===== src/rtl/ddr_pkg.sv =====
`default_nettype none
// ==== ddr_pkg -- shared DDR command encodings, state codes and mode-register masks (rev 1.0) ====
package ddr_pkg;

    typedef enum logic [3:0] {
        ST_WAIT_LOCK = 4'd0,
        ST_POWERUP   = 4'd1,
        ST_PRE1      = 4'd2,
        ST_EMRS      = 4'd3,
        ST_MRS_DLL   = 4'd4,
        ST_PRE2      = 4'd5,
        ST_AREF1     = 4'd6,
        ST_AREF2     = 4'd7,
        ST_MRS       = 4'd8,
        ST_DONE      = 4'd9
    } init_state_t;

    // {cs_n, ras_n, cas_n, we_n}
    localparam logic [3:0] CMD_DESELECT  = 4'b1111;
    localparam logic [3:0] CMD_NOP       = 4'b0111;
    localparam logic [3:0] CMD_PRECHARGE = 4'b0010;
    localparam logic [3:0] CMD_AREF      = 4'b0001;
    localparam logic [3:0] CMD_MRS       = 4'b0000;

    localparam logic [12:0] DLL_RESET_MASK     = 13'h0100;
    localparam logic [12:0] PRECHARGE_ALL_ADDR = 13'h0400;

    typedef struct packed {
        logic [3:0]  cmd;
        logic [1:0]  ba;
        logic [12:0] addr;
    } ddr_cmd_t;

endpackage
`default_nettype wire


===== src/rtl/ddr_init_seq_if.sv =====
`default_nettype none
// ==== ddr_init_seq_if -- SDRAM command pins and init status of the power-up sequencer (rev 1.0) ====
interface ddr_init_seq_if;
    logic        cke;
    logic        cs_n;
    logic        ras_n;
    logic        cas_n;
    logic        we_n;
    logic [1:0]  ba;
    logic [12:0] addr;
    logic        init_done;
    logic        lock_lost;

    modport master (
        output cke, cs_n, ras_n, cas_n, we_n, ba, addr, init_done, lock_lost
    );

    modport slave (
        input cke, cs_n, ras_n, cas_n, we_n, ba, addr, init_done, lock_lost
    );
endinterface
`default_nettype wire


===== src/rtl/ddr_lock_filter.sv =====
`default_nettype none
// ==== ddr_lock_filter -- double-flop lock synchroniser with consecutive-high filter (rev 1.0) ====
module ddr_lock_filter #(
    parameter int LOCK_FILTER = 64
) (
    input  logic sim_2x_clk,
    input  logic rst,
    input  logic dcm1_lock,
    input  logic dcm2_lock,
    output logic stable_lock
);

    localparam int CW = $clog2(LOCK_FILTER + 1);

    logic [1:0]    sync1;
    logic [1:0]    sync2;
    logic [CW-1:0] cnt;
    logic          both;

    always_ff @(posedge sim_2x_clk) begin
        if (rst) begin
            sync1 <= 2'b00;
            sync2 <= 2'b00;
        end else begin
            sync1 <= {sync1[0], dcm1_lock};
            sync2 <= {sync2[0], dcm2_lock};
        end
    end

    assign both = sync1[1] & sync2[1];

    always_ff @(posedge sim_2x_clk) begin
        if (rst || !both) begin
            cnt <= '0;
        end else if (cnt != CW'(LOCK_FILTER)) begin
            cnt <= cnt + CW'(1);
        end
    end

    // High on the cycle the count reaches LOCK_FILTER, so the sequencer leaves WAIT_LOCK on that same edge.
    assign stable_lock = both && (cnt >= CW'(LOCK_FILTER - 1));

endmodule
`default_nettype wire


===== src/rtl/ddr_init_seq.sv =====
`default_nettype none
// ==== ddr_init_seq -- DDR SDRAM power-up/initialisation command sequencer (rev 1.0) ====
module ddr_init_seq
    import ddr_pkg::*;
#(
    parameter int          POWERUP_CYCLES = 40000,
    parameter int          LOCK_FILTER    = 64,
    parameter int          TRP            = 3,
    parameter int          TMRD           = 2,
    parameter int          TRFC           = 15,
    parameter logic [12:0] MODE_REG       = 13'h0062,
    parameter logic [12:0] EXT_MODE_REG   = 13'h0000
) (
    input  logic           sim_2x_clk,
    input  logic           rst,
    input  logic           dcm1_lock,
    input  logic           dcm2_lock,
    ddr_init_seq_if.master bus
);

    if (POWERUP_CYCLES > 65535) begin : g_powerup_range
        $error("POWERUP_CYCLES does not fit the 16-bit wait counter");
    end

    localparam logic [15:0] PU_LAST = 16'(POWERUP_CYCLES);

    logic        stable_lock;
    init_state_t state, state_next, state_succ;
    logic [15:0] wait_cnt, wait_next, step_wait;
    ddr_cmd_t    cmd_next;
    logic        cke_next, done_next, lost_next;

    ddr_lock_filter #(
        .LOCK_FILTER (LOCK_FILTER)
    ) u_lock_filter (
        .sim_2x_clk  (sim_2x_clk),
        .rst         (rst),
        .dcm1_lock   (dcm1_lock),
        .dcm2_lock   (dcm2_lock),
        .stable_lock (stable_lock)
    );

    always_comb begin
        state_succ = ST_DONE;
        step_wait  = '0;
        state_next = state;
        wait_next  = wait_cnt + 16'd1;
        lost_next  = 1'b0;

        case (state)
            ST_PRE1:    begin state_succ = ST_EMRS;    step_wait = 16'(TRP);  end
            ST_EMRS:    begin state_succ = ST_MRS_DLL; step_wait = 16'(TMRD); end
            ST_MRS_DLL: begin state_succ = ST_PRE2;    step_wait = 16'(TMRD); end
            ST_PRE2:    begin state_succ = ST_AREF1;   step_wait = 16'(TRP);  end
            ST_AREF1:   begin state_succ = ST_AREF2;   step_wait = 16'(TRFC); end
            ST_AREF2:   begin state_succ = ST_MRS;     step_wait = 16'(TRFC); end
            ST_MRS:     begin state_succ = ST_DONE;    step_wait = 16'(TMRD); end
            default:    ;
        endcase

        case (state)
            ST_WAIT_LOCK: begin
                wait_next = '0;
                if (stable_lock) state_next = ST_POWERUP;
            end
            ST_POWERUP: begin
                if (wait_cnt == PU_LAST) begin
                    state_next = ST_PRE1;
                    wait_next  = '0;
                end
            end
            ST_DONE: wait_next = '0;
            default: begin
                if (wait_cnt == step_wait) begin
                    state_next = state_succ;
                    wait_next  = '0;
                end
            end
        endcase

        if (state != ST_WAIT_LOCK && !stable_lock) begin
            state_next = ST_WAIT_LOCK;
            wait_next  = '0;
            lost_next  = (state == ST_DONE);
        end

        // Outputs are decoded from the next state so the registered pins line up with the state they describe.
        cke_next  = !(state_next == ST_WAIT_LOCK ||
                      (state_next == ST_POWERUP && wait_next < PU_LAST));
        done_next = (state_next == ST_DONE);
        cmd_next  = '{cmd: CMD_NOP, ba: 2'b00, addr: 13'h0000};
        if (wait_next == '0) begin
            case (state_next)
                ST_PRE1, ST_PRE2:   cmd_next = '{cmd: CMD_PRECHARGE, ba: 2'b00, addr: PRECHARGE_ALL_ADDR};
                ST_EMRS:            cmd_next = '{cmd: CMD_MRS, ba: 2'b01, addr: EXT_MODE_REG};
                ST_MRS_DLL:         cmd_next = '{cmd: CMD_MRS, ba: 2'b00, addr: MODE_REG | DLL_RESET_MASK};
                ST_AREF1, ST_AREF2: cmd_next = '{cmd: CMD_AREF, ba: 2'b00, addr: 13'h0000};
                ST_MRS:             cmd_next = '{cmd: CMD_MRS, ba: 2'b00, addr: MODE_REG & ~DLL_RESET_MASK};
                default:            ;
            endcase
        end
    end

    always_ff @(posedge sim_2x_clk) begin
        if (rst) begin
            state                                   <= ST_WAIT_LOCK;
            wait_cnt                                <= '0;
            bus.cke                                 <= 1'b0;
            {bus.cs_n, bus.ras_n, bus.cas_n, bus.we_n} <= CMD_DESELECT;
            bus.ba                                  <= 2'b00;
            bus.addr                                <= 13'h0000;
            bus.init_done                           <= 1'b0;
            bus.lock_lost                           <= 1'b0;
        end else begin
            state                                   <= state_next;
            wait_cnt                                <= wait_next;
            bus.cke                                 <= cke_next;
            {bus.cs_n, bus.ras_n, bus.cas_n, bus.we_n} <= cmd_next.cmd;
            bus.ba                                  <= cmd_next.ba;
            bus.addr                                <= cmd_next.addr;
            bus.init_done                           <= done_next;
            bus.lock_lost                           <= lost_next;
        end
    end

endmodule
`default_nettype wire


===== src/flat_wrapper.sv =====
// flat-port wrapper written by rule: the top's interface ports become plain ports
module ddr_init_seq_flat import ddr_pkg::*;
#(
    parameter int          POWERUP_CYCLES = 40000,
    parameter int          LOCK_FILTER    = 64,
    parameter int          TRP            = 3,
    parameter int          TMRD           = 2,
    parameter int          TRFC           = 15,
    parameter logic [12:0] MODE_REG       = 13'h0062,
    parameter logic [12:0] EXT_MODE_REG   = 13'h0000
)
  (sim_2x_clk, rst, dcm1_lock, dcm2_lock, bus_cke, bus_cs_n, bus_ras_n, bus_cas_n, bus_we_n, bus_ba, bus_addr, bus_init_done, bus_lock_lost);
  ddr_init_seq_if bus_i ();
  input  logic sim_2x_clk;
  input  logic rst;
  input  logic dcm1_lock;
  input  logic dcm2_lock;
  output wire logic [$bits(bus_i.cke)-1:0] bus_cke;
  output wire logic [$bits(bus_i.cs_n)-1:0] bus_cs_n;
  output wire logic [$bits(bus_i.ras_n)-1:0] bus_ras_n;
  output wire logic [$bits(bus_i.cas_n)-1:0] bus_cas_n;
  output wire logic [$bits(bus_i.we_n)-1:0] bus_we_n;
  output wire logic [$bits(bus_i.ba)-1:0] bus_ba;
  output wire logic [$bits(bus_i.addr)-1:0] bus_addr;
  output wire logic [$bits(bus_i.init_done)-1:0] bus_init_done;
  output wire logic [$bits(bus_i.lock_lost)-1:0] bus_lock_lost;
  assign bus_cke = bus_i.cke;
  assign bus_cs_n = bus_i.cs_n;
  assign bus_ras_n = bus_i.ras_n;
  assign bus_cas_n = bus_i.cas_n;
  assign bus_we_n = bus_i.we_n;
  assign bus_ba = bus_i.ba;
  assign bus_addr = bus_i.addr;
  assign bus_init_done = bus_i.init_done;
  assign bus_lock_lost = bus_i.lock_lost;
  ddr_init_seq #(.POWERUP_CYCLES(POWERUP_CYCLES), .LOCK_FILTER(LOCK_FILTER), .TRP(TRP), .TMRD(TMRD), .TRFC(TRFC), .MODE_REG(MODE_REG), .EXT_MODE_REG(EXT_MODE_REG)) u_core (.sim_2x_clk(sim_2x_clk), .rst(rst), .dcm1_lock(dcm1_lock), .dcm2_lock(dcm2_lock), .bus(bus_i));
endmodule

===== config.mk =====
export PLATFORM = sky130hd
export DESIGN_NAME = ddr_init_seq_flat
export DESIGN_NICKNAME = d
export VERILOG_FILES = /design/src/rtl/ddr_pkg.sv /design/src/rtl/ddr_init_seq_if.sv /design/src/rtl/ddr_lock_filter.sv /design/src/rtl/ddr_init_seq.sv /design/src/flat_wrapper.sv
export SDC_FILE = /design/constraint.sdc
export NUM_CORES = 1
export LEC_CHECK = 0
export ABC_AREA = 0
export CELL_PAD_IN_SITES_DETAIL_PLACEMENT = 1
export CELL_PAD_IN_SITES_GLOBAL_PLACEMENT = 2
export CORE_UTILIZATION = 34
export DETAILED_ROUTE_END_ITERATION = 8
export PLACE_DENSITY = 0.89
export SYNTH_ARGS = -nofsm -noshare
export SYNTH_HDL_FRONTEND = slang
export SYNTH_SLANG_ARGS = --single-unit

===== constraint.sdc =====
create_clock -name sim_2x_clk -period 3.1 [get_ports sim_2x_clk]
set_input_delay 0.31 -clock sim_2x_clk [delete_from_list [all_inputs] [get_ports sim_2x_clk]]
set_output_delay 0.31 -clock sim_2x_clk [all_outputs]
set_load 0.02 [all_outputs]

### Word-level counts from Yosys, hierarchy flattened

Cells that the tools add are included.

* add/subtract/negate cells: 2
* order comparisons: 2
* eq/ne operators: 21
* mux-type cells: 13
* bitwise gates (word level): 3
* reductions and logical operators: 20

Operators with widths (number)
* one-hot mux 18 bit (5 select lines): 1
* two-way mux 16 bit: 3
* equality test 4 x 3 -> 1 bit, second input constant: 8
* one-hot mux 16 bit (2 select lines): 1
* one-hot mux 4 bit (3 select lines): 2
* one-hot mux 4 bit (6 select lines): 1
* two-way mux 19 bit: 1
* adder 16 x 1 -> 16 bit, second input constant: 1
* equality test 16 bit, second input constant: 1
* equality test 16 x 4 -> 1 bit: 1
* equality test 4 x 2 -> 1 bit, second input constant: 4
* equality test 4 bit, second input constant: 4
* logical NOT 16 bit: 1
* < comparator 16 bit, second input constant: 1
* two-way mux 4 bit: 4
* OR reduction 2 bit: 7
* equality test 4 x 1 -> 1 bit, second input constant: 2
* logical NOT 4 bit: 2
* adder 7 x 1 -> 7 bit, second input constant: 1
* >= comparator 7 x 6 -> 1 bit, second input constant: 1
* inequality test 7 bit, second input constant: 1
* nonzero test 4 bit: 1
* logical AND 1 bit: 3
* logical NOT 1 bit: 3
* 4 further kinds: 6

* bits in registers: 53
* input port bits: 4
* output and inout port bits: 22
* logic and storage cells: 75

### Longest topological paths before layout

Gate-level depths: netlist of run 1.

* word-level depth: 11
* gate-level depth with buffers: 10
* gate-level depth less buffers: 8

### Cells and area by module

From an unflattened synthesis of run 1, not the netlist that was laid out.

* cell total of the unflattened synthesis: 276
* area, all modules: 2356.0 um^2

Modules (own cells, without submodules)
* ddr_init_seq: times used 1, cells each 227, area an instance 1878.1 um^2, seq. area each 620.6 um^2
* ddr_lock_filter: times used 1, cells each 49, area an instance 478.0 um^2, seq. area each 220.2 um^2

### Worst setup path after synthesis of run 1

OpenSTA, ideal clock, no wires.

* path type: reg2reg
* start point: reg u_core.wait_cnt[2]
* end point: reg u_core.bus.addr[10]
* library setup time: 0.079 ns
* arrival time: 2.298 ns
* data required time: 3.021 ns
* path slack: 0.722 ns
* stages on the path, launching flop included: 9
* buffers on the path: 1
* period minus slack after synthesis: 2.378 ns
* path through: dfxtp_1 -> buf_6 -> or2_1 -> mux2_4 -> or4_4 -> nor4_4 -> nor3_2 -> or3b_1 -> a211oi_2

* word-level cells in the longest chain between the ends: 7
* elaborated cells on any way between the ends: 24
* those cells by class: 1 x add/sub; 9 x eq/ne; 9 x mux; 1 x bitwise; 4 x reduce/logical

RTL lines
* start, declared: line ddr_init_seq.sv:29 `logic [15:0] wait_cnt, wait_next, step_wait;`
* start signal, assigned: line ddr_init_seq.sv:116 `wait_cnt <= wait_next;`
* adder 16 x 1 -> 16 bit, or another cell as far along: line ddr_init_seq.sv:47 `wait_next = wait_cnt + 16'd1;`
* two-way mux 16 bit, or another cell as far along: line ddr_init_seq.sv:74 `if (wait_cnt == step_wait) begin`
* one-hot mux 16 bit (2 select lines) / one-hot mux 4 bit (3 select lines) (equally long branches): line ddr_init_seq.sv:61 `case (state)`
* two-way mux 16 bit / two-way mux 4 bit (equally long branches): line ddr_init_seq.sv:81 `if (state != ST_WAIT_LOCK && !stable_lock) begin`
* logical NOT 16 bit, or another cell as far along: line ddr_init_seq.sv:92 `if (wait_next == '0) begin`
* inverter 1 bit (no source line) / OR reduction 2 bit (equally long branches)
* OR reduction 2 bit (no source line) / one-hot mux 18 bit (5 select lines) (equally long branches)
* end, declared: line ddr_init_seq_if.sv:15 `output cke, cs_n, ras_n, cas_n, we_n, ba, addr, init_done, lock_lost`

Parallel ways exist; a longest one is shown, timed or not.
A chain may end at the register's enable or synchronous reset.

### Final worst setup path of run 1

* start point: reg u_core.state[2]
* end point: reg u_core.bus.addr[10]

* word-level cells in the longest chain between the ends: 10
* elaborated cells on any way between the ends: 40
* those cells by class: 17 x eq/ne; 11 x mux; 1 x bitwise; 11 x reduce/logical

RTL lines
* start, declared: line ddr_init_seq.sv:28 `init_state_t state, state_next, state_succ;`
* start signal, assigned: line ddr_init_seq.sv:115 `state <= state_next;`
* equality test 4 x 2 -> 1 bit, or another cell as far along: line ddr_init_seq.sv:50 `case (state)`
* OR reduction 3 bit (no source line) / OR reduction 2 bit (equally long branches)
* one-hot mux 4 bit (3 select lines): line ddr_init_seq.sv:50
* equality test 16 x 4 -> 1 bit: line ddr_init_seq.sv:74
* two-way mux 4 bit / two-way mux 16 bit (equally long branches): line ddr_init_seq.sv:74
* one-hot mux 4 bit (3 select lines) / one-hot mux 16 bit (2 select lines) (equally long branches): line ddr_init_seq.sv:61
* two-way mux 4 bit / two-way mux 16 bit (equally long branches): line ddr_init_seq.sv:81
* equality test 4 x 3 -> 1 bit, or another cell as far along: line ddr_init_seq.sv:93 `case (state_next)`
* OR reduction 2 bit / inverter 1 bit (equally long branches)
* one-hot mux 18 bit (5 select lines) / OR reduction 2 bit (equally long branches)

Parallel ways exist; a longest one is shown, timed or not.

==> run_results.csv, run 1 <==
group,metric,value,unit
floorplanning,num_rows,30,
synth,seq_area_frac_synth,34.82,%
clocking,clock_latency,0.30,ns
power,power_density,370.3,nW/µm²
timing,fin_hold_ws,0.4384,ns
global_route,grt_pass1_vias,1905,
clocking,clock-sinks,42,
hold_path,hold_path_class,"flip-flop to flip-flop",
global_route,overflow,0,
timing,fin_setup_tns,0,ns
timing,fin_crit_sh,88.46,%
timing,slew_violations,0,
global_route,grt_max_degree,17,
detailed_routing,vias,1960,
placed_design,port_buffers,16,
floorplanning,fp.coreArea,6832,µm²
cells_and_area,n_antenna_cell,0,
synth,synth_area,2415,µm²
synth,synth_top_area_share,34.82,%
detailed_routing,wirelength,5173,µm
timing,setup_violations,0,
floorplanning,fp.dieH,86.28,µm
detailed_routing,drt_iter0_drc,94,
clocking,path_clk_slew,0.09,ns
clocking,clock-root-buffer,"clkbuf_8",
cells_and_area,finish.utilization,39.69,%
placed_design,dp_hpwl,3825,µm
detailed_routing,ant_nets,0,
critical_path,crit_path_end_kind,"flip-flop",
detailed_routing,wl_per_cell,13.23,µm
global_route,grt_pass1_wl,9108,µm
synth,postSynthAreaPerCell,8.414,µm²
critical_path,arrival,2.97,ns
synth,synth_edf_count,0,
cells_and_area,layout.nets,302,
clocking,clock_path_buffers,2,
detailed_routing,drtPass1Iterations,4,
critical_path,crit_type,"flip-flop to flip-flop",
synth,netlist-cell-type-count,56,
critical_path,crit_path_start_kind,"flip-flop",
global_route,track_usage,15.42,%
clocking,post_cts_resize_count,0,
timing,fin_worst_skew,0.008059,ns
critical_path,crit_fanout,15,
floorplanning,dieArea,7443,µm²
timing,tightestPinTransition,0.5256,ns
status,status,"finished clean",
clocking,cts_tree,"done",
critical_path,r2r_cells,8,
synth,ys_warn_count,0,
detailed_routing,viasPerCell,5.013,
clocking,cts_made_buffers,5,
power,leakage,0.9682,nW
floorplanning,boundaryPins,26,
cells_and_area,syn2layout_area_growth,12.28,%
power,peakVddDrop,0.0001804,V
clocking,cts_max_level,2,
synth,synth-async-reset-ratio,0,%
hold_path,hold_depth,1,
timing,max_freq,364.7,MHz
placed_design,gp_congestion,0.8063,
critical_path,crit_required,3.32,ns
clocking,postCtsSetupBuffers,0,
synth,synth_seq_cells,42,
synth,syn_inst,287,
synth,ys.flop_type,"dfxtp_1",
floorplanning,start_util,35.35,%
timing,grt_setup_unrepaired,"no",
timing,final.min_clock_period,2.742,ns
synth,ys_top_cells_by_area,"dfxtp_1 35%, nor2_1 5.9%, xnor2_1 5.4%",
cells_and_area,drive_above_1_share,8.475,%
detailed_routing,route.detailed.drc,0,
global_route,antenna_found_initial,0,
timing,max_slew_margin,64.64,%
run,drv_cap,0,
floorplanning,die_w,86.28,µm
timing,final_hold_viol_count,0,
synth,yosys.area.top_type,"dfxtp_1",
clocking,cts-hold-fix-buffers,0,
-- synth_stat cells, types with 3 or more instances --
master	instances
xor2_1	11
a21oi_1	6
buf_4	12
clkbuf_1	12
dfxtp_1	42
nor2_1	38
o31ai_1	4
nor4_1	6
nor2b_1	5
or3_1	3
and3_1	7
inv_1	7
and4_1	3
xnor2_1	15
nand3_1	15
nand3b_1	6
nand2_1	9
nor3b_1	3
nand2b_1	6
o21ai_0	4
nor3_1	11
nand4_1	6
a31oi_1	5
ha_1	4
buf_2	6
-- cell usage in the layout (no fill, tap or decap), drive strengths merged, types with 3 or more instances in the layout --
cell / netlist / final
a211oi: 3 / 3
a21oi: 6 / 6
a31oi: 5 / 5
and3: 7 / 7
and4: 3 / 3
buf: 19 / 7
clkbuf: 12 / 6
clkdlybuf4s50: 0 / 16
conb: 1 / 9
dfxtp: 42 / 42
ha: 4 / 4
inv: 7 / 7
nand2: 9 / 9
nand2b: 6 / 6
nand3: 15 / 15
nand3b: 6 / 6
nand4: 6 / 6
nor2: 38 / 38
nor2b: 5 / 5
nor3: 13 / 13
nor3b: 3 / 3
nor4: 9 / 9
o21ai: 4 / 4
o31ai: 4 / 4
or3: 3 / 3
xnor2: 15 / 15
xor2: 11 / 11
-- final cells by class --
type | count | area [µm²]
clock buffer | 6 | 72.57
inverter | 7 | 26.28
multi-input combinational | 215 | 1401
clock inverter | 2 | 37.54
sequential | 42 | 840.8
fill | 843 | 4120
tap | 96 | 120.1
timing repair buffer | 23 | 212.7
-- through the flow --
stage,instances,instance area [µm²],worst slack (ns),power (W)
after floorplan,295,2445,0.7223,0.0005809
after global routing,391,2711,0.1386,0.001047
after detailed placement,383,2601,0.3810,0.0005809
final,391,2711,0.3578,0.001004
after CTS,391,2711,0.3486,0.001021
after global placement,383,2601,0.4292,0.0005803
-- sequential cells by signal, summed over array words and instances, names as in the netlist --
signal	cells
u_core.wait_cnt	16
u_core.u_lock_filter.cnt	7
u_core.state	4
u_core.bus.addr	3
u_core.u_lock_filter.sync1	2
u_core.u_lock_filter.sync2	2
u_core.bus.ba	1
u_core.bus.cas_n	1
u_core.bus.cke	1
u_core.bus.cs_n	1
u_core.bus.init_done	1
u_core.bus.lock_lost	1
u_core.bus.ras_n	1
u_core.bus.we_n	1
-- final timing paths --
kind                                    to  slack, ns                     startpoint
max                    u_core.bus.addr[10]       0.36                u_core.state[2]
min          u_core.u_lock_filter.sync2[1]       0.44  u_core.u_lock_filter.sync2[0]
max reg2reg            u_core.bus.addr[10]       0.36                u_core.state[2]
min reg2reg  u_core.u_lock_filter.sync2[1]       0.44  u_core.u_lock_filter.sync2[0]
-- layer usage --
layer | up-vias | global-route usage, % | wire length, µm
li1 | 1005 | - | -
met1 | 930 | 21.25 | 2634
met2 | 19 | 23.95 | 2354
met3 | 6 | 2.952 | 110
met4 | 0 | 5.606 | 74
met5 | - | 0 | 0
-- critical path, cell delays in order, from the launching register on --
cell and delay [ns]:
dfxtp_1 0.61, or4b_1 0.48, o211ai_1 0.16, a221o_1 0.27, a21oi_1 0.09, o31ai_1 0.26, buf_4 0.22, or3b_1 0.38
a211oi_2 0.21
-- cells by family after synthesis --
kind of cell	count (synthesis)	share of synthesized area, %
AND/OR/NAND/NOR	135	32.13
flip-flops	42	34.82
AO/OA/AOI/OAI	39	11.97
buffers and inverters	38	8.394
XOR/XNOR	26	9.430
adder cells (fa/ha/maj)	4	2.073
multiplexers	2	1.036
other	1	0.1553
-- where the power goes --
group / internal [W] / leakage (nW) / switching (W)
logic: 0.00000831 / 0.577 / 0.0000162
registers: 0.000542 / 0.340 / 0.00000118
clock network: 0.000240 / 0.0514 / 0.000196
total: 0.000791 / 0.968 / 0.000213
(Power assumes the default switching activity.)
==> run 2: changes to the inputs <==
- CELL_PAD_IN_SITES_DETAIL_PLACEMENT: 1 -> 0
- CELL_PAD_IN_SITES_GLOBAL_PLACEMENT: 2 -> 1
- CORE_UTILIZATION: 34 -> 40
- PLACE_DENSITY: 0.89 -> 0.85
==> run 2 against run 1 <==
Against the previous run: count of clock-buffer cells in the layout unchanged; die area fell by 15%; clock skew shrank 0.00095 ns; via count down 0.87%.
==> run_results.csv, run 2 (synthesized netlist as in run 1, its figures left out) <==
group,metric,value,unit
global_route,antenna_found_initial,0,
status,status,"finished clean",
detailed_routing,drt_iter0_drc,116,
placed_design,pre_cts_slack,0.4177,ns
placed_design,dpl.cell_count,358,
critical_path,r2r_cells,7,
cells_and_area,layout.nets,301,
clocking,cts_max_level,2,
critical_path,arrival,2.92,ns
timing,max_slew_margin,66.04,%
cells_and_area,drive_above_1_share,8.503,%
detailed_routing,wl_per_cell,12.46,µm
clocking,clock_latency,0.29,ns
power,seqPwrFrac,49.3,%
global_route,grt_max_degree,17,
global_route,grt_pass1_vias,1664,
clocking,postCtsSetupBuffers,0,
clocking,clock-sinks,42,
timing,final_hold_viol_count,0,
timing,fin_setup_tns,0,ns
timing,max_freq,370.0,MHz
clocking,cts_tree,"done",
floorplanning,die_w,79.70,µm
cells_and_area,layout_common_cells,"42 x dfxtp_1, 38 x nor2_1, 16 x clkdlybuf4s50_1",
timing,tightestPinTransition,0.5048,ns
critical_path,crit_type,"flip-flop to flip-flop",
clocking,cts-hold-fix-buffers,0,
cells_and_area,largest_reg_flops,16,
timing,setup_violations,0,
clocking,clock-root-buffer,"clkbuf_8",
power,combPwrFrac,2.2,%
critical_path,worst-r2r-setup-slack,0.40,ns
timing,fin_crit_sh,87.18,%
timing,setup_ws,0.3975,ns
hold_path,hp-start,"u_core.u_lock_filter.sync2[0]",
critical_path,crit_path_start_kind,"flip-flop",
power,p_int,0.0008939,W
power,peakVddDrop,0.0002132,V
critical_path,crit_fanout,13,
global_route,track_usage,15.62,%
floorplanning,boundaryPins,26,
run,drv_cap,0,
clocking,post_cts_resize_count,0,
critical_path,rr_endpoint,"u_core.bus.addr[10]",
power,clkPwrFrac,48.5,%
global_route,overflow,0,
clocking,clock_path_buffers,2,
cells_and_area,top_register,"u_core.wait_cnt",
floorplanning,fp.coreArea,5675,µm²
critical_path,reg2reg_from,"u_core.state[0]",
hold_path,hold_depth,1,
cells_and_area,syn2layout_area_growth,12.07,%
detailed_routing,viasPerCell,5.309,
floorplanning,num_rows,27,
clocking,cts_made_buffers,5,
placed_design,gp_congestion,0.8753,
detailed_routing,route.detailed.drc,0,
detailed_routing,drtPass1Iterations,4,
power,power_density,407.3,nW/µm²
detailed_routing,ant_nets,0,
placed_design,port_buffers,16,
timing,final.min_clock_period,2.702,ns
critical_path,slowest_stage,"dfxtp_1",
cells_and_area,n_antenna_cell,0,
critical_path,critPathMaxStageDelay,0.56,ns
timing,fin_worst_skew,0.007113,ns
hold_path,worstHoldEndpoint,"u_core.u_lock_filter.sync2[1]",
critical_path,path_cells,"or4bb_1 -> o211ai_1 -> a221o_1 -> a31oi_1 -> nand3b_1 -> or3b_1 -> a211oi_2",
timing,slew_violations,0,
floorplanning,dieArea,6352,µm²
power,p_sw,0.0002084,W
hold_path,hold_path_class,"flip-flop to flip-flop",
placed_design,dp_hpwl,3353,µm
cells_and_area,final_cells,366,
timing,grt_setup_unrepaired,"no",
cells_and_area,reg_top3,"u_core.wait_cnt: 16 flops, u_core.u_lock_filter.cnt: 7 flops, u_core.state: 4 flops",
floorplanning,fp.dieH,79.70,µm
clocking,path_clk_slew,0.08,ns
global_route,grt_pass1_wl,7714,µm
critical_path,crit_path_end_kind,"flip-flop",
critical_path,crit_required,3.32,ns
power,swShare,18.91,%
detailed_routing,wirelength,4562,µm
power,leakage,0.9827,nW
cells_and_area,mostFrequentLayoutCell,"dfxtp_1",
floorplanning,start_util,42.55,%
detailed_routing,vias,1943,
[run 2: changes by cell type in the layout (fill, tap and decap cells not counted), sizes merged]
cell | previous run | this run
buf | 7 | 6
bufinv | 1 | 2
clkinvlp | 1 | 0
[run 2: final cells by class]
| class | count | area, µm² |
|---|---|---|
| clock inverter | 2 | 60.06 |
| inverter | 7 | 26.28 |
| multi-input combinational | 215 | 1401 |
| sequential | 42 | 840.8 |
| fill | 568 | 2969 |
| clock buffer | 6 | 82.58 |
| tap | 72 | 90.09 |
| timing repair buffer | 22 | 205.2 |
[run 2: how the worst max path moves through the flow]
| stage | start | to | cells past startpoint |
|---|---|---|---|
| 6_report | u_core.state[0] | u_core.bus.addr[10] | 7 |
| 4_1_cts | u_core.wait_cnt[1] | u_core.bus.addr[8] | 9 |
| 3_3_place_gp | u_core.state[2] | u_core.bus.addr[10] | 8 |
| 3_5_place_dp | u_core.wait_cnt[1] | u_core.bus.addr[8] | 9 |
| 2_1_floorplan | u_core.wait_cnt[2] | u_core.bus.addr[10] | 8 |
| 5_1_grt | u_core.state[0] | u_core.bus.addr[10] | 8 |
[run 2: power groups by stage]
stage | combinational, W | sequential, W | clock [W]
4_1_cts | 0.0000244 | 0.000543 | 0.000546
3_3_place_gp | 0.0000243 | 0.000556 | 0
2_1_floorplan | 0.0000243 | 0.000557 | 0
6_report | 0.0000243 | 0.000543 | 0.000535
5_1_grt | 0.0000263 | 0.000544 | 0.000575
3_5_place_dp | 0.0000244 | 0.000556 | 0
[run 2: per-layer routing]
| layer | track usage (%) | share of wire, % |
|---|---|---|
| met1 | 21.89 | 50 |
| met3 | 3.429 | 3.5 |
| met5 | 0 | 0 |
| met4 | 6.364 | 1.2 |
| met2 | 22.91 | 46 |
[run 2: worst max-delay path: cells and delay by family, from the launching register on]
| kind | cells | cell delay (ns) |
|---|---|---|
| simple gates | 3 | 1.37 |
| compound gates | 4 | 0.70 |
| flops | 1 | 0.56 |
[run 2: per-stage QoR]
stage	power [W]	instance area, µm²	utilization, %	hold slack (ns)
floorplan	0.0005809	2445	-	0.3377
global placement	0.0005802	2564	45.17	0.4217
detailed placement	0.0005804	2564	45.17	0.4204
CTS	0.001114	2706	47.69	0.4409
global route	0.001145	2706	47.69	0.4573
finish	0.001102	2706	47.69	0.4399
==> run 3: changes to the inputs <==
- ABC_AREA: 0 -> unset
- DONT_BUFFER_PORTS: unset -> 1
- PLACE_DENSITY: 0.85 -> 0.78
==> run 3 against run 2 <==
Against the previous run: combinational power decreased by 39%; maximum frequency shrank 1.6%; worst setup slack got worse by 0.045 ns; power fell by 16%; cell area shrank 8.3%; cell count down 4.9%; via count fell by 4.3%; critical path type unchanged; largest power group unchanged.
==> run_results.csv, run 3 (synthesized netlist as in run 1, its figures left out) <==
group,metric,value,unit
status,status,"finished clean",
floorplanning,boundaryPins,26,
placed_design,gp_congestion,0.8419,
critical_path,worst-r2r-setup-slack,0.35,ns
clocking,cts_max_level,2,
floorplanning,num_rows,27,
detailed_routing,drtPass1Iterations,4,
timing,fin_setup_tns,0,ns
clocking,cts_made_buffers,5,
cells_and_area,syn2layout_area_growth,2.798,%
clocking,clock-sinks,42,
global_route,grt_pass1_vias,1610,
floorplanning,fp.coreArea,5675,µm²
timing,tightestPinTransition,0.5735,ns
placed_design,dpl.cell_count,340,
timing,slew_violations,0,
floorplanning,start_util,42.55,%
clocking,cts_tree,"done",
run,drv_cap,0,
power,power_density,373.8,nW/µm²
hold_path,hp-start,"rst",
timing,setup_violations,0,
timing,max_freq,364.0,MHz
clocking,cts-hold-fix-buffers,0,
timing,fin_crit_sh,88.62,%
timing,final_hold_viol_count,0,
cells_and_area,largest_reg_flops,16,
power,leakage,0.8863,nW
critical_path,slowest_stage,"dfxtp_1",
detailed_routing,viasPerCell,5.345,
critical_path,crit_required,3.33,ns
critical_path,crit_type,"flip-flop to flip-flop",
detailed_routing,ant_nets,0,
cells_and_area,final_cells,348,
global_route,grt_pass1_wl,7548,µm
placed_design,port_buffers,0,
clocking,postCtsSetupBuffers,0,
critical_path,crit_path_start_kind,"flip-flop",
detailed_routing,route.detailed.drc,0,
critical_path,crit_fanout,13,
critical_path,crit_path_end_kind,"flip-flop",
timing,max_slew_margin,61.71,%
clocking,clock-root-buffer,"clkbuf_8",
cells_and_area,n_antenna_cell,0,
hold_path,worstHoldEndpoint,"u_core.bus.cs_n",
critical_path,critPathTopFamily,"simple AND/OR/NAND/NOR gates",
critical_path,arrival,2.98,ns
global_route,track_usage,15.28,%
clocking,clock_latency,0.30,ns
clocking,path_clk_slew,0.09,ns
critical_path,path_cells,"or4bb_1 -> o211ai_1 -> a221o_1 -> a31oi_1 -> nand3b_1 -> or3b_1 -> a211oi_2",
cells_and_area,reg_top3,"u_core.wait_cnt: 16 flops, u_core.u_lock_filter.cnt: 7 flops, u_core.state: 4 flops",
floorplanning,die_w,79.70,µm
timing,grt_setup_unrepaired,"no",
clocking,post_cts_resize_count,0,
global_route,grt_max_degree,17,
critical_path,rr_endpoint,"u_core.bus.addr[10]",
detailed_routing,vias,1860,
cells_and_area,layout_common_cells,"42 x dfxtp_1, 38 x nor2_1, 15 x nand3_1, 15 x xnor2_1",
clocking,clock_path_buffers,2,
critical_path,crit_buf_inv,0,
power,peakVddDrop,0.0001588,V
timing,final.min_clock_period,2.747,ns
global_route,overflow,0,
critical_path,reg2reg_from,"u_core.state[0]",
global_route,antenna_found_initial,0,
critical_path,r2r_cells,7,
floorplanning,dieArea,6352,µm²
cells_and_area,finish.utilization,43.74,%
detailed_routing,wirelength,4594,µm
detailed_routing,drt_iter0_drc,80,
cells_and_area,drive_above_1_share,8.333,%
hold_path,hold_depth,0,
hold_path,hold_path_class,"input port to flip-flop",
cells_and_area,top_register,"u_core.wait_cnt",
floorplanning,fp.dieH,79.70,µm
placed_design,dp_hpwl,3300,µm
timing,fin_worst_skew,0.008796,ns
cells_and_area,mostFrequentLayoutCell,"dfxtp_1",
cells_and_area,layout.nets,283,
detailed_routing,wl_per_cell,13.20,µm
critical_path,critPathMaxStageDelay,0.58,ns
## run 3: cell types whose count changed in the layout (fill, tap and decap cells not counted), sizes merged
cell and delta:
buf -2, clkinvlp +1, clkinv +1, clkbuf -1
inv +1, bufinv -2, clkdlybuf4s50 -16
## run 3: how the worst max path moves through the flow
stage                     slack [ns]             endpoint               start  cells past startpoint
after floorplan                 0.72  u_core.bus.addr[10]  u_core.wait_cnt[2]                      8
after global placement          0.45  u_core.bus.addr[10]     u_core.state[1]                      8
after detailed placement        0.39  u_core.bus.addr[10]     u_core.state[0]                      7
after CTS                       0.36  u_core.bus.addr[10]     u_core.state[0]                      7
after global routing            0.11  u_core.bus.addr[10]     u_core.state[0]                      7
final                           0.35  u_core.bus.addr[10]     u_core.state[0]                      7
## run 3: area by class of cell
type                    count  area (µm²)
fillers                   591        3193
flip-flops and latches     42       840.8
inverters                   7       26.28
clock inverters             3       25.02
multi-input cells         215        1401
clock buffers               5       68.82
well taps                  72       90.09
repair buffers              4       30.03
## run 3: per-stage QoR
step	area, µm²	hold slack [ns]	setup slack, ns	power [W]
detailed placement	2389	0.3394	0.3941	0.0005717
finish	2482	0.03186	0.3527	0.0009280
CTS	2482	0.01673	0.3580	0.0009399
global placement	2389	0.3392	0.4513	0.0005715
global route	2482	0.008841	0.1134	0.0009648
floorplan	2445	0.3377	0.7223	0.0005809
## run 3: routing by layer
metal	share of wire, %	track usage, %	up-vias
met5	0	0	-
met4	1.1	6.000	0
met3	2.7	3.543	4
met2	44	22.14	24
met1	52	21.61	853
li1	-	-	979
## run 3: power breakdown
group	total, W	internal (W)	switching (W)
registers	0.000544	0.000542	0.00000203
logic	0.0000148	0.00000322	0.0000116
clock network	0.000369	0.000163	0.000206
total	0.000928	0.000708	0.000220
